[config.mk]
export PLATFORM = sky130hd
export DESIGN_NAME = dither_scheduler
export DESIGN_NICKNAME = d
export VERILOG_FILES = /design/src/rtl/dither_pkg.sv /design/src/rtl/dither_quant.sv /design/src/rtl/dither_scheduler.sv
export SDC_FILE = /design/constraint.sdc
export NUM_CORES = 1
export LEC_CHECK = 0
export ABC_AREA = 0
export CAP_MARGIN = 40
export CORE_MARGIN = 8
export CORE_UTILIZATION = 40
export DETAILED_ROUTE_END_ITERATION = 16
export GPL_TIMING_DRIVEN = 0
export PLACE_DENSITY = 0.59
export SLEW_MARGIN = 30
export SYNTH_ARGS = -nofsm -noshare
export SYNTH_HDL_FRONTEND = slang
export SYNTH_HIERARCHICAL = 1
export SYNTH_SLANG_ARGS = --single-unit
export TNS_END_PERCENT = 10
[constraint.sdc]
create_clock -name clk -period 4.2 [get_ports clk]
set_input_delay 0.42 -clock clk [delete_from_list [all_inputs] [get_ports clk]]
set_output_delay 0.42 -clock clk [all_outputs]
set_load 0.05 [all_outputs]
[src/rtl/dither_pkg.sv]
// Shared types and constants for the RGB dither scheduler.
//   state_e : scheduler FSM states (one state per colour channel).
//   chan_e  : colour channel served by the shared quantizer.
//   IN_W / OUT_W : per-channel input / output widths.
//   ERR_W   : width of a signed error register (range -8..+15).
//   SUM_W   : width of the pixel+error intermediate sum.
//   THRESHOLD : rounding point on the low nibble.
package dither_pkg;

    localparam int IN_W      = 8;
    localparam int OUT_W     = 4;
    localparam int ERR_W     = 5;
    localparam int SUM_W     = 10;
    localparam int THRESHOLD = 8;

    typedef enum logic [2:0] {
        ST_IDLE = 3'd0,
        ST_CH_R = 3'd1,
        ST_CH_G = 3'd2,
        ST_CH_B = 3'd3,
        ST_DONE = 3'd4
    } state_e;

    typedef enum logic [1:0] {
        CHAN_R = 2'd0,
        CHAN_G = 2'd1,
        CHAN_B = 2'd2
    } chan_e;

endpackage

[src/rtl/dither_quant.sv]
// Combinational error-diffusion quantizer for one 8-bit channel.
//   in_i       : 8-bit channel value.
//   err_i      : signed carried error (-8..+15).
//   q_o        : 4-bit quantized value, min(15, (S + 8) >> 4).
//   err_next_o : signed residual S - 16*q.
// S is in_i + err_i clamped to 0..255.
module dither_quant
    import dither_pkg::*;
(
    input  logic [IN_W-1:0]         in_i,
    input  logic signed [ERR_W-1:0] err_i,
    output logic [OUT_W-1:0]        q_o,
    output logic signed [ERR_W-1:0] err_next_o
);

    logic [SUM_W-1:0] sum;
    logic [IN_W-1:0]  sat;
    logic [3:0]       hi;
    logic [3:0]       lo;
    logic             round_up;

    // Two's-complement sum; bit 9 is the sign, bit 8 flags a value above 255
    // (the sum never leaves -8..270, so these two bits fully decide the clamp).
    assign sum = {{(SUM_W-IN_W){1'b0}}, in_i} + {{(SUM_W-ERR_W){err_i[ERR_W-1]}}, err_i};

    always_comb begin
        if (sum[SUM_W-1]) begin
            sat = '0;
        end else if (sum[IN_W]) begin
            sat = '1;
        end else begin
            sat = sum[IN_W-1:0];
        end
    end

    assign hi = sat[7:4];
    assign lo = sat[3:0];

    // (S + 8) >> 4 is hi plus one when the low nibble reaches the threshold;
    // hi == 15 is where min(15, ...) caps the result instead.
    assign round_up = (lo >= 4'(THRESHOLD)) && (hi != 4'hF);

    assign q_o = hi + {3'b000, round_up};

    // S - 16*q is lo when not rounded up, else lo - 16, i.e. {1, lo} in 5 bits.
    assign err_next_o = $signed({round_up, lo});

endmodule

[src/rtl/dither_scheduler.sv]
// RGB888 -> RGB444 error-diffusion dither scheduler.
// One quantizer is time-shared over R, G, B (one channel per cycle); each
// channel carries its residual error to the next pixel on the line.
// Ports:
//   clk, rst          : clock, synchronous active-high reset.
//   line_start        : pulse; zeroes all three error registers.
//   pix_valid/ready   : input pixel handshake; pix_rgb/pix_visible sampled on it.
//   out_valid/ready   : output pixel handshake; out_rgb held while valid.
//   dbg_state_o       : current FSM state for observation.
// Handshakes: a transfer happens on a rising edge where valid && ready; valid
// never depends on ready, and out_rgb is stable while out_valid is high.
module dither_scheduler
    import dither_pkg::*;
(
    input  logic                 clk,
    input  logic                 rst,
    input  logic                 line_start,
    input  logic                 pix_valid,
    output logic                 pix_ready,
    input  logic [3*IN_W-1:0]    pix_rgb,
    input  logic                 pix_visible,
    output logic                 out_valid,
    input  logic                 out_ready,
    output logic [3*OUT_W-1:0]   out_rgb,
    output state_e               dbg_state_o
);

    state_e state_q, state_d;
    logic [3*IN_W-1:0]  pix_q;
    logic               vis_q;
    logic [3*OUT_W-1:0] out_q;
    logic signed [ERR_W-1:0] err_r_q, err_g_q, err_b_q;

    logic                    load;
    logic                    chan_active;
    chan_e                   chan;
    logic [IN_W-1:0]         quant_in;
    logic signed [ERR_W-1:0] quant_err;
    logic [OUT_W-1:0]        quant_q;
    logic signed [ERR_W-1:0] quant_err_next;
    logic [OUT_W-1:0]        q_eff;
    logic signed [ERR_W-1:0] err_wb;

    // Channel mux in front of the single quantizer.
    always_comb begin
        chan        = CHAN_R;
        chan_active = 1'b0;
        case (state_q)
            ST_CH_R: begin chan = CHAN_R; chan_active = 1'b1; end
            ST_CH_G: begin chan = CHAN_G; chan_active = 1'b1; end
            ST_CH_B: begin chan = CHAN_B; chan_active = 1'b1; end
            default: begin chan = CHAN_R; chan_active = 1'b0; end
        endcase
    end

    always_comb begin
        quant_in  = pix_q[23:16];
        quant_err = err_r_q;
        case (chan)
            CHAN_G:  begin quant_in = pix_q[15:8]; quant_err = err_g_q; end
            CHAN_B:  begin quant_in = pix_q[7:0];  quant_err = err_b_q; end
            default: begin quant_in = pix_q[23:16]; quant_err = err_r_q; end
        endcase
    end

    dither_quant u_quant (
        .in_i       (quant_in),
        .err_i      (quant_err),
        .q_o        (quant_q),
        .err_next_o (quant_err_next)
    );

    // Invisible pixels output black and reset the carried error.
    assign q_eff  = vis_q ? quant_q : '0;
    assign err_wb = vis_q ? quant_err_next : '0;

    always_comb begin
        state_d   = state_q;
        pix_ready = 1'b0;
        out_valid = 1'b0;
        load      = 1'b0;
        case (state_q)
            ST_IDLE: begin
                pix_ready = 1'b1;
                if (pix_valid) begin
                    load    = 1'b1;
                    state_d = ST_CH_R;
                end
            end
            ST_CH_R: state_d = ST_CH_G;
            ST_CH_G: state_d = ST_CH_B;
            ST_CH_B: state_d = ST_DONE;
            ST_DONE: begin
                out_valid = 1'b1;
                pix_ready = out_ready;
                if (out_ready) begin
                    // Output leaves this edge; a waiting pixel starts at once.
                    if (pix_valid) begin
                        load    = 1'b1;
                        state_d = ST_CH_R;
                    end else begin
                        state_d = ST_IDLE;
                    end
                end
            end
            default: state_d = ST_IDLE;
        endcase
    end

    always_ff @(posedge clk) begin
        if (rst) begin
            state_q <= ST_IDLE;
            pix_q   <= '0;
            vis_q   <= 1'b0;
            out_q   <= '0;
            err_r_q <= '0;
            err_g_q <= '0;
            err_b_q <= '0;
        end else begin
            state_q <= state_d;
            if (load) begin
                pix_q <= pix_rgb;
                vis_q <= pix_visible;
            end
            if (chan_active) begin
                case (chan)
                    CHAN_G:  out_q[7:4]  <= q_eff;
                    CHAN_B:  out_q[3:0]  <= q_eff;
                    default: out_q[11:8] <= q_eff;
                endcase
            end
            // line_start takes priority over the channel's own write-back.
            if (line_start) begin
                err_r_q <= '0;
                err_g_q <= '0;
                err_b_q <= '0;
            end else if (chan_active) begin
                case (chan)
                    CHAN_G:  err_g_q <= err_wb;
                    CHAN_B:  err_b_q <= err_wb;
                    default: err_r_q <= err_wb;
                endcase
            end
        end
    end

    assign out_rgb     = out_q;
    assign dbg_state_o = state_q;

endmodule
# Yosys cells after proc, flatten, opt, wreduce, memory -nomap -nowiden

Index checks and enable logic that the tools add are counted.

Bits of input ports: 30
Bits in registers: 55
Logic and storage cells: 48

Multiplexer cells: 17
Order comparisons: 1
Equal/unequal tests: 9
Reductions and logical operators: 9
Bitwise operators: 1
$add $sub $neg: 2

Operators with widths:

| operator                                       | number |
|---|---|
| two-way mux 8 bit                              | 2 |
| case mux 8 bit (2 select lines)                | 1 |
| case mux 3 bit (5 select lines)                | 1 |
| adder 9 x 5 -> 10 bit                          | 1 |
| case mux 5 bit (2 select lines)                | 1 |
| AND reduction 2 bit                            | 4 |
| == test 3 x 2 -> 1 bit (second input constant) | 2 |
| two-way mux 3 bit                              | 2 |
| two-way mux 1 bit                              | 5 |
| two-way mux 5 bit                              | 1 |
| adder 4 x 1 -> 4 bit                           | 1 |
| >= comparator 4 bit (second input constant)    | 1 |
| two-way mux 4 bit                              | 1 |
| != test 2 bit (second input constant)          | 2 |
| != test 4 bit (second input constant)          | 1 |
| case mux 1 bit (2 select lines)                | 2 |
| case mux 2 bit (2 select lines)                | 1 |
| OR reduction 2 bit                             | 2 |
| == test 3 x 1 -> 1 bit (second input constant) | 1 |
| == test 3 bit (second input constant)          | 1 |
| logical NOT 3 bit                              | 1 |
| OR reduction 3 bit                             | 1 |
| == test 2 x 1 -> 1 bit (second input constant) | 1 |
| == test 2 bit (second input constant)          | 1 |
| 2 further kinds                                | 2 |

# Depth between registers and ports, before layout

Word-level depth: 11
Depth in mapped cells: 18
Mapped depth without buffers: 16

# Hierarchy

The synthesis kept the hierarchy.

By module, submodules not included:

| module           | area an instance (um^2) | sequential area each (um^2) | cells each | instances |
|---|---|---|---|---|
| dither_scheduler | 2573.7                  | 1101.1                      | 293        | 1 |
| dither_quant     | 703.2                   | 0.0                         | 91         | 1 |

# Worst setup path before layout

No wires, ideal clock.

Path type: register -> register
Start: register state_q[2] (netlist: dbg_state_o[2])
End: register out_q[2] (netlist: out_rgb[2])
Arrival time: 4.180 ns
Buffers on the path: 3
Data required time: 4.130 ns
Stages on the path, launching flop included: 19
Path slack: -0.051 ns
Path through: dfxtp_1 -> buf_2 -> nand2b_1 -> buf_2 -> nand2_1 -> o21ai_0 -> ha_1 -> buf_6 -> a21o_1 -> a311o_1 -> a31oi_4 -> xor2_1 -> a21oi_1 -> o21a_1 -> ha_1 -> ha_1 -> xnor2_1 -> nand3_1 -> a21oi_1

Cells in the longest elaborated chain, start to end: 11
Elaborated cells on any way between the ends: 19

RTL lines:

| what                                                           | line                    | source |
|---|---|---|
| start, declared                                                | dither_scheduler.sv:28  | `state_e state_q, state_d;` |
| start signal, assigned                                         | dither_scheduler.sv:120 | `state_q <= state_d;` |
| == test 3 x 2 -> 1 bit                                         | dither_scheduler.sv:48  | `case (state_q)` |
| case mux 2 bit (2 select lines) (*)                            | dither_scheduler.sv:48  |  |
| == test 2 bit / == test 2 x 1 -> 1 bit (equally long branches) | dither_scheduler.sv:59  | `case (chan)` |
| case mux 5 bit (2 select lines) (*)                            | dither_scheduler.sv:59  |  |
| net quant_err[4]                                               | dither_scheduler.sv:38  | `logic signed [ERR_W-1:0] quant_err;` |
| adder 9 x 5 -> 10 bit (*)                                      | dither_quant.sv:24      | `assign sum = {{(SUM_W-IN_W){1'b0}}, in_i} + {{(SUM_W-ERR_W){err_i[ERR_W-1]}}, err_i};` |
| two-way mux 8 bit                                              | dither_quant.sv:29      | `end else if (sum[IN_W]) begin` |
| two-way mux 8 bit (*)                                          | dither_quant.sv:27      | `if (sum[SUM_W-1]) begin` |
| net quant_err_next[3]                                          | dither_scheduler.sv:40  | `logic signed [ERR_W-1:0] quant_err_next;` |
| >= comparator 4 bit (*)                                        | dither_quant.sv:41      | `assign round_up = (lo >= 4'(THRESHOLD)) && (hi != 4'hF);` |
| logical AND 1 bit (*)                                          | dither_quant.sv:41      |  |
| net u_quant.round_up                                           | dither_quant.sv:20      | `logic round_up;` |
| adder 4 x 1 -> 4 bit (*)                                       | dither_quant.sv:43      | `assign q_o = hi + {3'b000, round_up};` |
| net quant_q[2]                                                 | dither_scheduler.sv:39  | `logic [OUT_W-1:0] quant_q;` |
| two-way mux 4 bit (*)                                          | dither_scheduler.sv:74  | `assign q_eff = vis_q ? quant_q : '0;` |
| end signal, assigned                                           | dither_scheduler.sv:128 | `CHAN_B: out_q[3:0] <= q_eff;` |
| end, declared                                                  | dither_scheduler.sv:31  | `logic [3*OUT_W-1:0] out_q;` |

The timed path passes the listed nets; every way through them passes the cells marked *.
A chain may end at the register's enable or synchronous reset.

# Final worst setup path

Start: register state_q[0] (netlist: dbg_state_o[0])
End: register out_q[2] (netlist: out_rgb[2])

Cells in the longest elaborated chain, start to end: 11
Elaborated cells on any way between the ends: 19

RTL lines:

| what                                                           | line                   | source |
|---|---|---|
| == test 3 x 2 -> 1 bit                                         | dither_scheduler.sv:48 |  |
| case mux 2 bit (2 select lines) (*)                            | dither_scheduler.sv:48 |  |
| == test 2 bit / == test 2 x 1 -> 1 bit (equally long branches) | dither_scheduler.sv:59 |  |
| case mux 8 bit (2 select lines) (*)                            | dither_scheduler.sv:59 |  |
| net quant_in[5]                                                | dither_scheduler.sv:37 | `logic [IN_W-1:0] quant_in;` |
| adder 9 x 5 -> 10 bit (*)                                      | dither_quant.sv:24     |  |
| two-way mux 8 bit                                              | dither_quant.sv:29     |  |
| two-way mux 8 bit (*)                                          | dither_quant.sv:27     |  |
| net quant_err_next[3]                                          | dither_scheduler.sv:40 |  |
| >= comparator 4 bit (*)                                        | dither_quant.sv:41     |  |
| logical AND 1 bit (*)                                          | dither_quant.sv:41     |  |
| net u_quant.round_up                                           | dither_quant.sv:20     |  |
| adder 4 x 1 -> 4 bit (*)                                       | dither_quant.sv:43     |  |
| net quant_q[2]                                                 | dither_scheduler.sv:39 |  |
| two-way mux 4 bit (*)                                          | dither_scheduler.sv:74 |  |

Marked as above.

==> results.cfg <==
[cells_and_area]
final_cells = 544
diodes = 0
layout_common_cells = 53 x nand2b_1, 53 x dfxtp_1, 46 x clkdlybuf4s50_1
seq_area_um2 = 1110
fillerInstances = 834
fin_nets = 480
final_util_pct = 50.2
layout-drive-gt1-share_pct = 10.7
synthToLayoutAreaGrowth_pct = 24.1
multi_input_area_um2 = 2040

[routing]
drt_iter0_drc = 80
routedWlPerCell_um = 14.6
final_antenna_net_count = 0
route.detailed.drc = 0
vias = 2776
viasPerCell = 5.10
drt_pass1_iterations = 4
routed_wl_um = 7930

[timing]
finalHoldWorstSlack_ps = 460
timing.fmax_mhz = 254
finalHoldViolCount = 0
period_share_pct = 93.8
finalWorstSetupSlack_ps = 260
maxSlewHeadroom_pct = 63.7
fin_skew_ps = 15.7
tightest_slew_ps = 545
final_max_slew_viol_count = 0
min_period_ps = 3940
setup_viol = 0

[yosys]
avgSynthCellArea_um2 = 8.53
synth_fp_nets = 426
netlist_area_um2 = 3280
async_flop_share_pct = 0
yosys_register_bits = 55
yosysSeqAreaShare_pct = 33.6
yosysWarnings = 6
syn-instance-count = 384
synth_edf_count = 0
synth_cell_types = 50
synth_top_flop_cell = dfxtp_1

[setup_path]
worst-path-buf-inv = 3
crit_arrival_ps = 4190
cp_cell_sequence = buf_6 > buf_8 > mux2i_2 > o21ai_0 > ha_1 > buf_6 > a21o_1 > a311o_1 > a31oi_4 > xor2_2 > a21oi_2 > o21a_1 > ha_1 > ha_1 > xnor2_2 > nand3_1 > a21oi_1
required_ps = 4450
crit_path_frequent_cell = ha_1
critPathLaunchType = register
max_stage_delay_ps = 410
critical-path-top-delay-family = compound AO/OA/AOI/OAI gates
crit_type = reg2reg
crit_fanout = 10
endpoint_kind = register
cpMaxStageDelayCell = a311o_1

[clock_network]
cts-root-buf = clkbuf_8
path_clk_slew_ps = 110
clock_latency_ps = 310
tritoncts.num_buffers = 5
cts_tree = yes
cts_hold_buf = 0
clock-sinks = 55
clockBufferDepth = 2
cts_max_level = 2

[global_routing]
grt_pass1_vias = 2897
grt_remaining_overflow = 0
grt_pass1_wl_um = 13600
antenna_found_initial = 0
grt_usage_pct = 14.4
grt_max_degree = 19

[placement]
routabilityCongestion = 0.860
dp_cells = 536
io_buffers = 46
pre_cts_ws_ps = -284
hpwl_um = 6050

[floorplan]
die_h_um = 107
pin_count = 47
start_util_pct = 40.5
core_area_um2 = 8090
die_x_um = 107
fp-row-count = 33
die_area_um2 = 11300

[pwr]
p_leak_nw = 1.47
total_power_w = 0.00122
max-vdd-ir-drop_uv = 212
pwr_density_cell_nw_per_um2 = 300

[run]
drv_cap = 0

[hold_path]
min_path_type = reg2reg

[run_status]
outcome = finished clean
cells by family after synthesis:
family | after synthesis | synth area share, %
xor+xnor | 9 | 2.41
buf+inv | 32 | 5.65
compound gates | 75 | 13.6
flops | 55 | 33.6
fa+ha+maj | 12 | 4.81
mux | 40 | 12.2
simple gates | 161 | 27.7
state kept, by name (all words and copies together) (netlist names):
signal,count
dbg_state_o,3
err_b_q,5
out_rgb,12
err_r_q,5
err_g_q,5
vis_q,1
pix_q,24
cells in the mapped netlist, types with 2 or more instances:
master	n	area, um^2
a21oi_1	36	180
buf_4	4	30.0
nor2_1	9	33.8
nor4b_2	2	30.0
xnor2_1	8	70.1
nand2_1	43	161
or2_2	2	12.5
inv_1	4	15.0
a21o_1	2	15.0
or3b_1	2	17.5
clkbuf_1	11	41.3
o21ai_0	17	85.1
nor3b_4	2	37.5
a211oi_1	2	15.0
nor3_1	3	15.0
nor2b_1	3	18.8
o21bai_1	3	22.5
buf_2	8	40.0
dfxtp_1	55	1100
ha_1	11	138
o21ai_1	2	10.0
buf_6	4	45.0
nand3b_1	3	22.5
nand2b_1	54	338
mux2i_1	40	400
nand3_1	30	150
power by group:
part           internal (W)  leakage, nW  switching [W]  total, W
registers          0.000546        0.449      0.0000166  0.000562
clock network      0.000180       0.0548       0.000180  0.000359
logic              0.000133        0.969       0.000164  0.000297
total              0.000858         1.47       0.000360   0.00122
through the flow:
stage	cell area (um^2)	setup TNS, ps
2_1_floorplan	3280	0
3_3_place_gp	3870	-2820
3_5_place_dp	3870	-1530
4_1_cts	4030	0
5_1_grt	4070	-10.1
6_report	4070	0
tightest hold or removal path, cell delays in order (launching register included):
cell     delay (ps)
dfxtp_1         320
nand2_1          50
a21oi_1          50
per-layer routing:
metal	track usage, %	share of wire (%)	vias up
met4	4.22	1.1	0
met2	24.4	46	56
met3	2.84	3.8	8
li1	-	-	1431
met5	0	0	-
met1	18.0	49	1281
layout make-up:
class | instances | share of cell area, %
multi-input cells | 297 | 50.3
plain buffers | 27 | 4.31
repair buffers | 48 | 11.7
clock inverters | 3 | 1.14
clock buffers | 5 | 1.69
flip-flops and latches | 55 | 27.3
inverters | 4 | 0.369
well taps | 105 | 3.23
final timing paths:
kind | startpoint | endpoint | slack [ps] | cells past startpoint
worst min-delay path | out_rgb[4] | out_rgb[4] | 460 | 2
worst max register to register | dbg_state_o[0] | out_rgb[2] | 260 | 17
worst min register to register | out_rgb[4] | out_rgb[4] | 460 | 2
worst max-delay path | dbg_state_o[0] | out_rgb[2] | 260 | 17
timing repair:
action	CTS	global route
hold endpoints to repair	0	0
setup endpoints to repair	9	9
pin swaps	0	3
buffers inserted	0	1
resized for setup	7	10
(Power assumes the default switching activity.)
